**config.mk**
```make
export PLATFORM = sky130hd
export DESIGN_NAME = accum_bank
export DESIGN_NICKNAME = d
export VERILOG_FILES = /design/src/rtl/accum_pkg.sv /design/src/rtl/accum_lane.sv /design/src/rtl/accum_bank.sv
export SDC_FILE = /design/constraint.sdc
export NUM_CORES = 1
export LEC_CHECK = 0
export ABC_AREA = 1
export CORE_ASPECT_RATIO = 0.8
export CORE_MARGIN = 8
export CORE_UTILIZATION = 50
export CTS_CLUSTER_DIAMETER = 200
export CTS_CLUSTER_SIZE = 20
export DETAILED_ROUTE_END_ITERATION = 16
export PLACE_DENSITY_LB_ADDON = 0.12
export SLEW_MARGIN = 25
export SYNTH_ARGS = -nofsm -noshare
export SYNTH_HDL_FRONTEND = slang
export SYNTH_SLANG_ARGS = --single-unit
```
**constraint.sdc**
```tcl
create_clock -name clk -period 4.7 [get_ports clk]
set_input_delay 0.94 -clock clk [delete_from_list [all_inputs] [get_ports clk]]
set_output_delay 0.94 -clock clk [all_outputs]
set_load 0.02 [all_outputs]
```
**src/rtl/accum_pkg.sv**
```systemverilog
// accum_pkg
//  Shared types and constants for the accumulator bank.
//  - state_t   : drain sequencer state (IDLE / DRAIN)
//  - ch_width  : channel-index width for a given channel count
//  - DEF_*     : default parameter values used by accum_bank
//  Build option: ACCUM_SATURATE_EN (see accum_lane).
package accum_pkg;

  localparam int DEF_IN_W       = 4;
  localparam int DEF_ACC_W      = 16;
  localparam int DEF_CHANNELS   = 4;
  localparam int DEF_DUMP_CLEAR = 1;

  typedef enum logic {
    IDLE  = 1'b0,
    DRAIN = 1'b1
  } state_t;

  // A channel index is never narrower than one bit, even for two channels.
  function automatic int ch_width(input int n);
    return (n > 2) ? $clog2(n) : 1;
  endfunction

endpackage

```
**src/rtl/accum_lane.sv**
```systemverilog
// accum_lane
//  One accumulator channel: holds the running total and its sticky overflow.
//  Priority: clear > load > add (clear only happens while draining, load/add
//  only while idle, so they never actually collide).
//  Ports:
//   clk, Rst        clock, synchronous active-high reset
//   add_en          add zero-extended in_data to the total
//   ld_en           replace the total with ld_data, clear overflow
//   clr_en          zero total and overflow (drain with clear)
//   in_data         sample, IN_W bits unsigned
//   ld_data         load value, ACC_W bits
//   acc             current total
//   ovf             sticky overflow
//  Build option: ACCUM_SATURATE_EN -- on carry-out the total clamps to
//  all-ones instead of wrapping modulo 2^ACC_W.
module accum_lane
  import accum_pkg::*;
#(
  parameter int IN_W  = DEF_IN_W,
  parameter int ACC_W = DEF_ACC_W
) (
  input  logic             clk,
  input  logic             Rst,
  input  logic             add_en,
  input  logic             ld_en,
  input  logic             clr_en,
  input  logic [IN_W-1:0]  in_data,
  input  logic [ACC_W-1:0] ld_data,
  output logic [ACC_W-1:0] acc,
  output logic             ovf
);

  logic [ACC_W:0]   sum;
  logic [ACC_W-1:0] add_val;

  // One extra bit so the carry-out is visible as sum[ACC_W].
  assign sum = {1'b0, acc} + {{(ACC_W + 1 - IN_W){1'b0}}, in_data};

`ifdef ACCUM_SATURATE_EN
  assign add_val = sum[ACC_W] ? {ACC_W{1'b1}} : sum[ACC_W-1:0];
`else
  assign add_val = sum[ACC_W-1:0];
`endif

  // Total and sticky flag; overflow only ever sets on add, clears on load/clear.
  always_ff @(posedge clk) begin
    if (Rst) begin
      acc <= '0;
      ovf <= 1'b0;
    end else if (clr_en) begin
      acc <= '0;
      ovf <= 1'b0;
    end else if (ld_en) begin
      acc <= ld_data;
      ovf <= 1'b0;
    end else if (add_en) begin
      acc <= add_val;
      if (sum[ACC_W]) ovf <= 1'b1;
    end
  end

endmodule

```
**src/rtl/accum_bank.sv**
```systemverilog
// accum_bank
//  Bank of CHANNELS independent accumulators fed by a valid/ready sample port,
//  plus a drain sequencer that streams every channel total out in channel
//  order through a valid/ready output port.
//  Ports:
//   clk, Rst           clock, synchronous active-high reset
//   in_valid/in_ready  sample/load handshake (ready only while idle)
//   in_ch              target channel; indices >= CHANNELS are dropped
//   in_data            sample to add (unsigned, zero-extended)
//   ld_en, ld_data     load ld_data instead of adding
//   dump_req           start a drain (only looked at while idle)
//   dump_busy          drain in progress
//   out_valid/out_ready drain beat handshake
//   out_ch, out_data, out_ovf  channel, total and sticky flag of the beat
//   ovf_sticky         per-channel sticky overflow
//  Build option: ACCUM_SATURATE_EN selects saturating instead of wrapping adds.
module accum_bank
  import accum_pkg::*;
#(
  parameter int IN_W       = DEF_IN_W,
  parameter int ACC_W      = DEF_ACC_W,
  parameter int CHANNELS   = DEF_CHANNELS,
  parameter int DUMP_CLEAR = DEF_DUMP_CLEAR,
  localparam int CH_W      = ch_width(CHANNELS)
) (
  input  logic                clk,
  input  logic                Rst,
  input  logic                in_valid,
  output logic                in_ready,
  input  logic [CH_W-1:0]     in_ch,
  input  logic [IN_W-1:0]     in_data,
  input  logic                ld_en,
  input  logic [ACC_W-1:0]    ld_data,
  input  logic                dump_req,
  output logic                dump_busy,
  output logic                out_valid,
  input  logic                out_ready,
  output logic [CH_W-1:0]     out_ch,
  output logic [ACC_W-1:0]    out_data,
  output logic                out_ovf,
  output logic [CHANNELS-1:0] ovf_sticky
);

  localparam logic [CH_W-1:0] LAST_CH = CH_W'(CHANNELS - 1);

  state_t              state;
  state_t              state_nxt;
  logic [CH_W-1:0]     drain_ch;
  logic                accept;
  logic                beat_take;
  logic                last_beat;
  logic [CHANNELS-1:0] add_sel;
  logic [CHANNELS-1:0] ld_sel;
  logic [CHANNELS-1:0] clr_sel;
  logic [ACC_W-1:0]    acc [CHANNELS];

  assign accept    = in_valid & in_ready;
  assign beat_take = out_valid & out_ready;
  assign last_beat = (drain_ch == LAST_CH);
  assign out_ch    = drain_ch;

  // State register.
  always_ff @(posedge clk) begin
    if (Rst) state <= IDLE;
    else     state <= state_nxt;
  end

  // Next state: a drain ends once the last channel's beat is taken.
  always_comb begin
    state_nxt = state;
    case (state)
      IDLE:  if (dump_req) state_nxt = DRAIN;
      DRAIN: if (beat_take && last_beat) state_nxt = IDLE;
    endcase
  end

  // State-derived outputs.
  always_comb begin
    in_ready  = (state == IDLE);
    dump_busy = (state == DRAIN);
    out_valid = (state == DRAIN);
  end

  // Drain pointer walks the channels and parks at 0 between drains, so a new
  // drain always starts with channel 0.
  always_ff @(posedge clk) begin
    if (Rst)            drain_ch <= '0;
    else if (beat_take) drain_ch <= last_beat ? '0 : drain_ch + CH_W'(1);
  end

  // Per-lane strobes. Exact index match means out-of-range channels select
  // nothing and are silently dropped.
  always_comb begin
    add_sel = '0;
    ld_sel  = '0;
    clr_sel = '0;
    for (int i = 0; i < CHANNELS; i++) begin
      add_sel[i] = accept && !ld_en && (in_ch == CH_W'(i));
      ld_sel[i]  = accept &&  ld_en && (in_ch == CH_W'(i));
      clr_sel[i] = (DUMP_CLEAR != 0) && beat_take && (drain_ch == CH_W'(i));
    end
  end

  // Drain mux; beat payload reads as zero outside a drain.
  always_comb begin
    out_data = '0;
    out_ovf  = 1'b0;
    if (state == DRAIN) begin
      for (int i = 0; i < CHANNELS; i++) begin
        if (drain_ch == CH_W'(i)) begin
          out_data = acc[i];
          out_ovf  = ovf_sticky[i];
        end
      end
    end
  end

  for (genvar g = 0; g < CHANNELS; g++) begin : g_lane
    accum_lane #(
      .IN_W  (IN_W),
      .ACC_W (ACC_W)
    ) u_lane (
      .clk     (clk),
      .Rst     (Rst),
      .add_en  (add_sel[g]),
      .ld_en   (ld_sel[g]),
      .clr_en  (clr_sel[g]),
      .in_data (in_data),
      .ld_data (ld_data),
      .acc     (acc[g]),
      .ovf     (ovf_sticky[g])
    );
  end

endmodule

```
==> impl_metrics.yaml <==
detailed_routing:
  routed_wl_microns: 21400
  wl_met3_microns: 1696
  drt_iter0_drc: 781
  firstDrtPassIters: 6
  wl_per_cell_microns: 19.58
  top_layer_used: "met4"
  dr_wl_met2_microns: 9440
  wl_met1_microns: 9314
  via_per_inst: 5.929
  dr_total_vias: 6480
  post-route-drc-count: 0
  ant_nets: 0
clock_network:
  postCtsHoldBufs: 0
  clockBufferDepth: 2
  clockRootBuffer: "clkbuf_16"
  clkTransAtPathRegs_ps: 60
  htree_levels: 3
  post_cts_buffers: 0
  numCtsBuffers: 9
  cts_tree: "yes"
  clk-insertion-delay-late_ps: 350
  cts.sinks: 71
  ctsResizeCount: 0
sta:
  setup_violations: 0
  worstMarginPinSlew_ps: 1199
  max-slew-margin-rel: 0.1976
  rsz0062_at_grt: "false"
  drv_slew: 0
  finalSetupTns_ps: 0
  final.period_utilization: 0.8396
  fin_crit_ps: 3946
  setup_ws_ps: 753.7
  max_clock_freq_mhz: 253.4
  hold_viol_final: 0
  clock_skew_ps: 5.418
flow_run:
  max-cap-violations: 0
worst_hold_path:
  hold_depth: 2
  min-delay-start: "g_lane[1].u_lane.acc[15]"
  hp-class: "reg -> reg"
  hold_end: "g_lane[1].u_lane.acc[15]"
floorplan:
  die_area_sq_um: 14730
  die_w_microns: 133.7
  start_util: 0.5110
  die_y_microns: 110.2
  ioPinCount: 54
  core_area_sq_um: 10850
  rows: 34
cells_and_area:
  n_antenna_cell: 0
  drive_gt1_frac: 0.04636
  fin_nets: 996
  multiInputGateArea_sq_um: 3623
  areaGrowthSynthToFinish_pct: 16.00
  seqCellArea_sq_um: 1421
  fill_cells: 1081
worst_setup_path:
  cpPeakStageDelay_ps: 690
  worstRegToRegCells: 6
  cpMostUsedCell: "inv_1"
  r2r_end: "g_lane[3].u_lane.acc[2]"
  path_cells: "inv_1, ha_1, inv_1, o21ai_0, o211ai_1, a221oi_1, clkdlybuf4s50_1"
  worst-endpoint-required_ps: 3760
  regToRegStartpoint: "out_ch[0]"
  critPathArrivalTime_ps: 3010
  cp_slowest_cell: "clkdlybuf4s50_1"
  critical_path_class: "reg -> out"
  cp-end-kind: "output pin"
  rrSetupSlack_ps: 2240
  crit_fanout: 23
  cp-start-kind: "flip-flop"
  path_buf_inv: 3
  crit_family: "buffers and inverters"
power_and_ir_drop:
  leakagePower_nw: 2.458
  power_density_nw_per_um2: 265.9
  peakVddDrop_mv: 0.1621
place:
  place_congestion: 0.9825
  dp_hpwl_microns: 16150
  pre_cts_ws_ps: 1172
  io_buffers: 53
logic_synthesis:
  postSynth.asyncResetShare: 0
  synth_area_sq_um: 5543
  syn_nets: 961
  synth_edf_count: 0
  yosys_register_bits: 71
  ys.flop_type: "dfxtp_1"
  synth.distinct_cells: 39
  ys_seq_area_frac: 0.2564
  syn_avg_cell_area_sq_um: 6.098
  yosys_warnings: 0
  syn_inst: 909
run_status:
  status: "finished clean"
global_routing:
  grt_start_max_net_pins: 31
  grt_pass1_wl_microns: 33300
  antenna_found_initial: 0
  track_usage: 0.2929
  first_global_vias: 5942
  grt_overflow: 0
cell type report:
class	count	share of cell area
multi-input combinational	723	0.5635
sequential	71	0.2211
timing repair buffer	59	0.08951
inverter	80	0.04787
clock buffer	9	0.03503
tap	144	0.02802
clock inverter	7	0.01498
flip-flops by register name (all words and copies together) (netlist names):
name and count:
dump_busy 1, g_lane.u_lane.acc 64, g_lane.u_lane.ovf 4, out_ch 2
worst register-to-register path, stage by stage, from the launching register on:
cell and delay, ps:
dfxtp_1 430, ha_1 320, inv_1 400, o21ai_2 860, inv_1 150, o21ai_0 120
a21oi_1 60
power breakdown:
group / internal [mW] / switching (mW) / leakage [nW] / total [mW]
clock: 0.466 / 0.293 / 0.148 / 0.758
sequential: 0.618 / 0.0271 / 0.575 / 0.645
combinational: 0.106 / 0.200 / 1.73 / 0.307
total: 1.19 / 0.520 / 2.46 / 1.71
through the flow:
stage / instance area [sq um] / instances / total power [mW] / hold WS, ps / utilization
after detailed placement: 6108 / 1077 / 0.9575 / 479.8 / 0.5631
after global routing: 6430 / 1093 / 1.768 / 518.2 / 0.5927
after floorplan: 5543 / 909 / 0.8340 / 439.2 / -
after CTS: 6430 / 1093 / 1.704 / 488.5 / 0.5927
final: 6430 / 1093 / 1.710 / 485.0 / 0.5927
after global placement: 6108 / 1077 / 0.9522 / 466.2 / 0.5631
Yosys cell counts (3+ instances only):
cell type	n	area share
a211oi_1	11	0.015
buf_4	8	0.011
a31oi_1	3	0.0034
o211ai_1	5	0.0068
inv_1	74	0.050
nand2_1	203	0.14
nand2_8	3	0.011
ha_1	20	0.045
dfxtp_1	71	0.26
nand4_1	7	0.0079
or2_2	5	0.0056
clkbuf_1	12	0.0081
fa_1	4	0.014
xor2_1	5	0.0079
inv_2	4	0.0027
o21ai_0	105	0.095
nand3b_1	8	0.011
a21oi_1	104	0.094
nor2_1	122	0.083
nand3_1	81	0.073
buf_2	11	0.0099
nor3_1	17	0.015
o21ai_1	3	0.0027
and2_1	3	0.0034
cell families (layout without fill, tap and decap cells):
family                   count (synthesis)  after routing  synth area share
AO/OA/AOI/OAI                          239            239            0.2280
XOR/XNOR                                 5              5          0.007900
AND/OR/NAND/NOR                        455            455            0.3582
buffers and inverters                  115            155           0.08984
adder cells (fa/ha/maj)                 24             24           0.05959
flip-flops                              71             71            0.2564
worst max-delay path by stage:
stage | to | from | depth (start not counted)
after detailed placement | out_data[10] | out_ch[0] | 6
after global routing | out_data[13] | out_ch[1] | 8
after floorplan | out_data[10] | out_ch[1] | 6
final | out_data[10] | out_ch[1] | 7
after CTS | out_data[10] | out_ch[0] | 6
after global placement | out_data[10] | out_ch[1] | 7
routing by layer:
layer	global-route usage	vias to the layer above
li1	-	3109
met1	0.3831	3001
met2	0.4601	305
met3	0.06159	65
met4	0.1335	0
met5	0	-
placed cells by master, fill, tap and decap left out, drive strengths merged:
| cell type | synthesis | layout |
|---|---|---|
| dfxtp | 71 | 71 |
| clkdlybuf4s50 | 0 | 53 |
| clkinv | 0 | 1 |
| o21ai | 110 | 110 |
| nand3b | 8 | 8 |
| o211ai | 5 | 5 |
| nand2 | 207 | 207 |
| or2 | 5 | 5 |
| clkinvlp | 0 | 3 |
| nor4 | 1 | 1 |
| a221oi | 1 | 1 |
| ha | 20 | 20 |
| inv | 80 | 81 |
| bufinv | 0 | 2 |
| o21a | 1 | 1 |
| clkbuf | 12 | 9 |
| nor3 | 17 | 17 |
| nor2 | 126 | 126 |
| nand3 | 81 | 81 |
| a21oi | 105 | 105 |
| xor2 | 5 | 5 |
| buf | 23 | 6 |
| a211oi | 11 | 11 |
| o31ai | 2 | 2 |
| nand4 | 7 | 7 |
| and2 | 3 | 3 |
| fa | 4 | 4 |
| a31oi | 3 | 3 |
| o22ai | 1 | 1 |
Note: power is estimated with default switching activity, not from simulation.
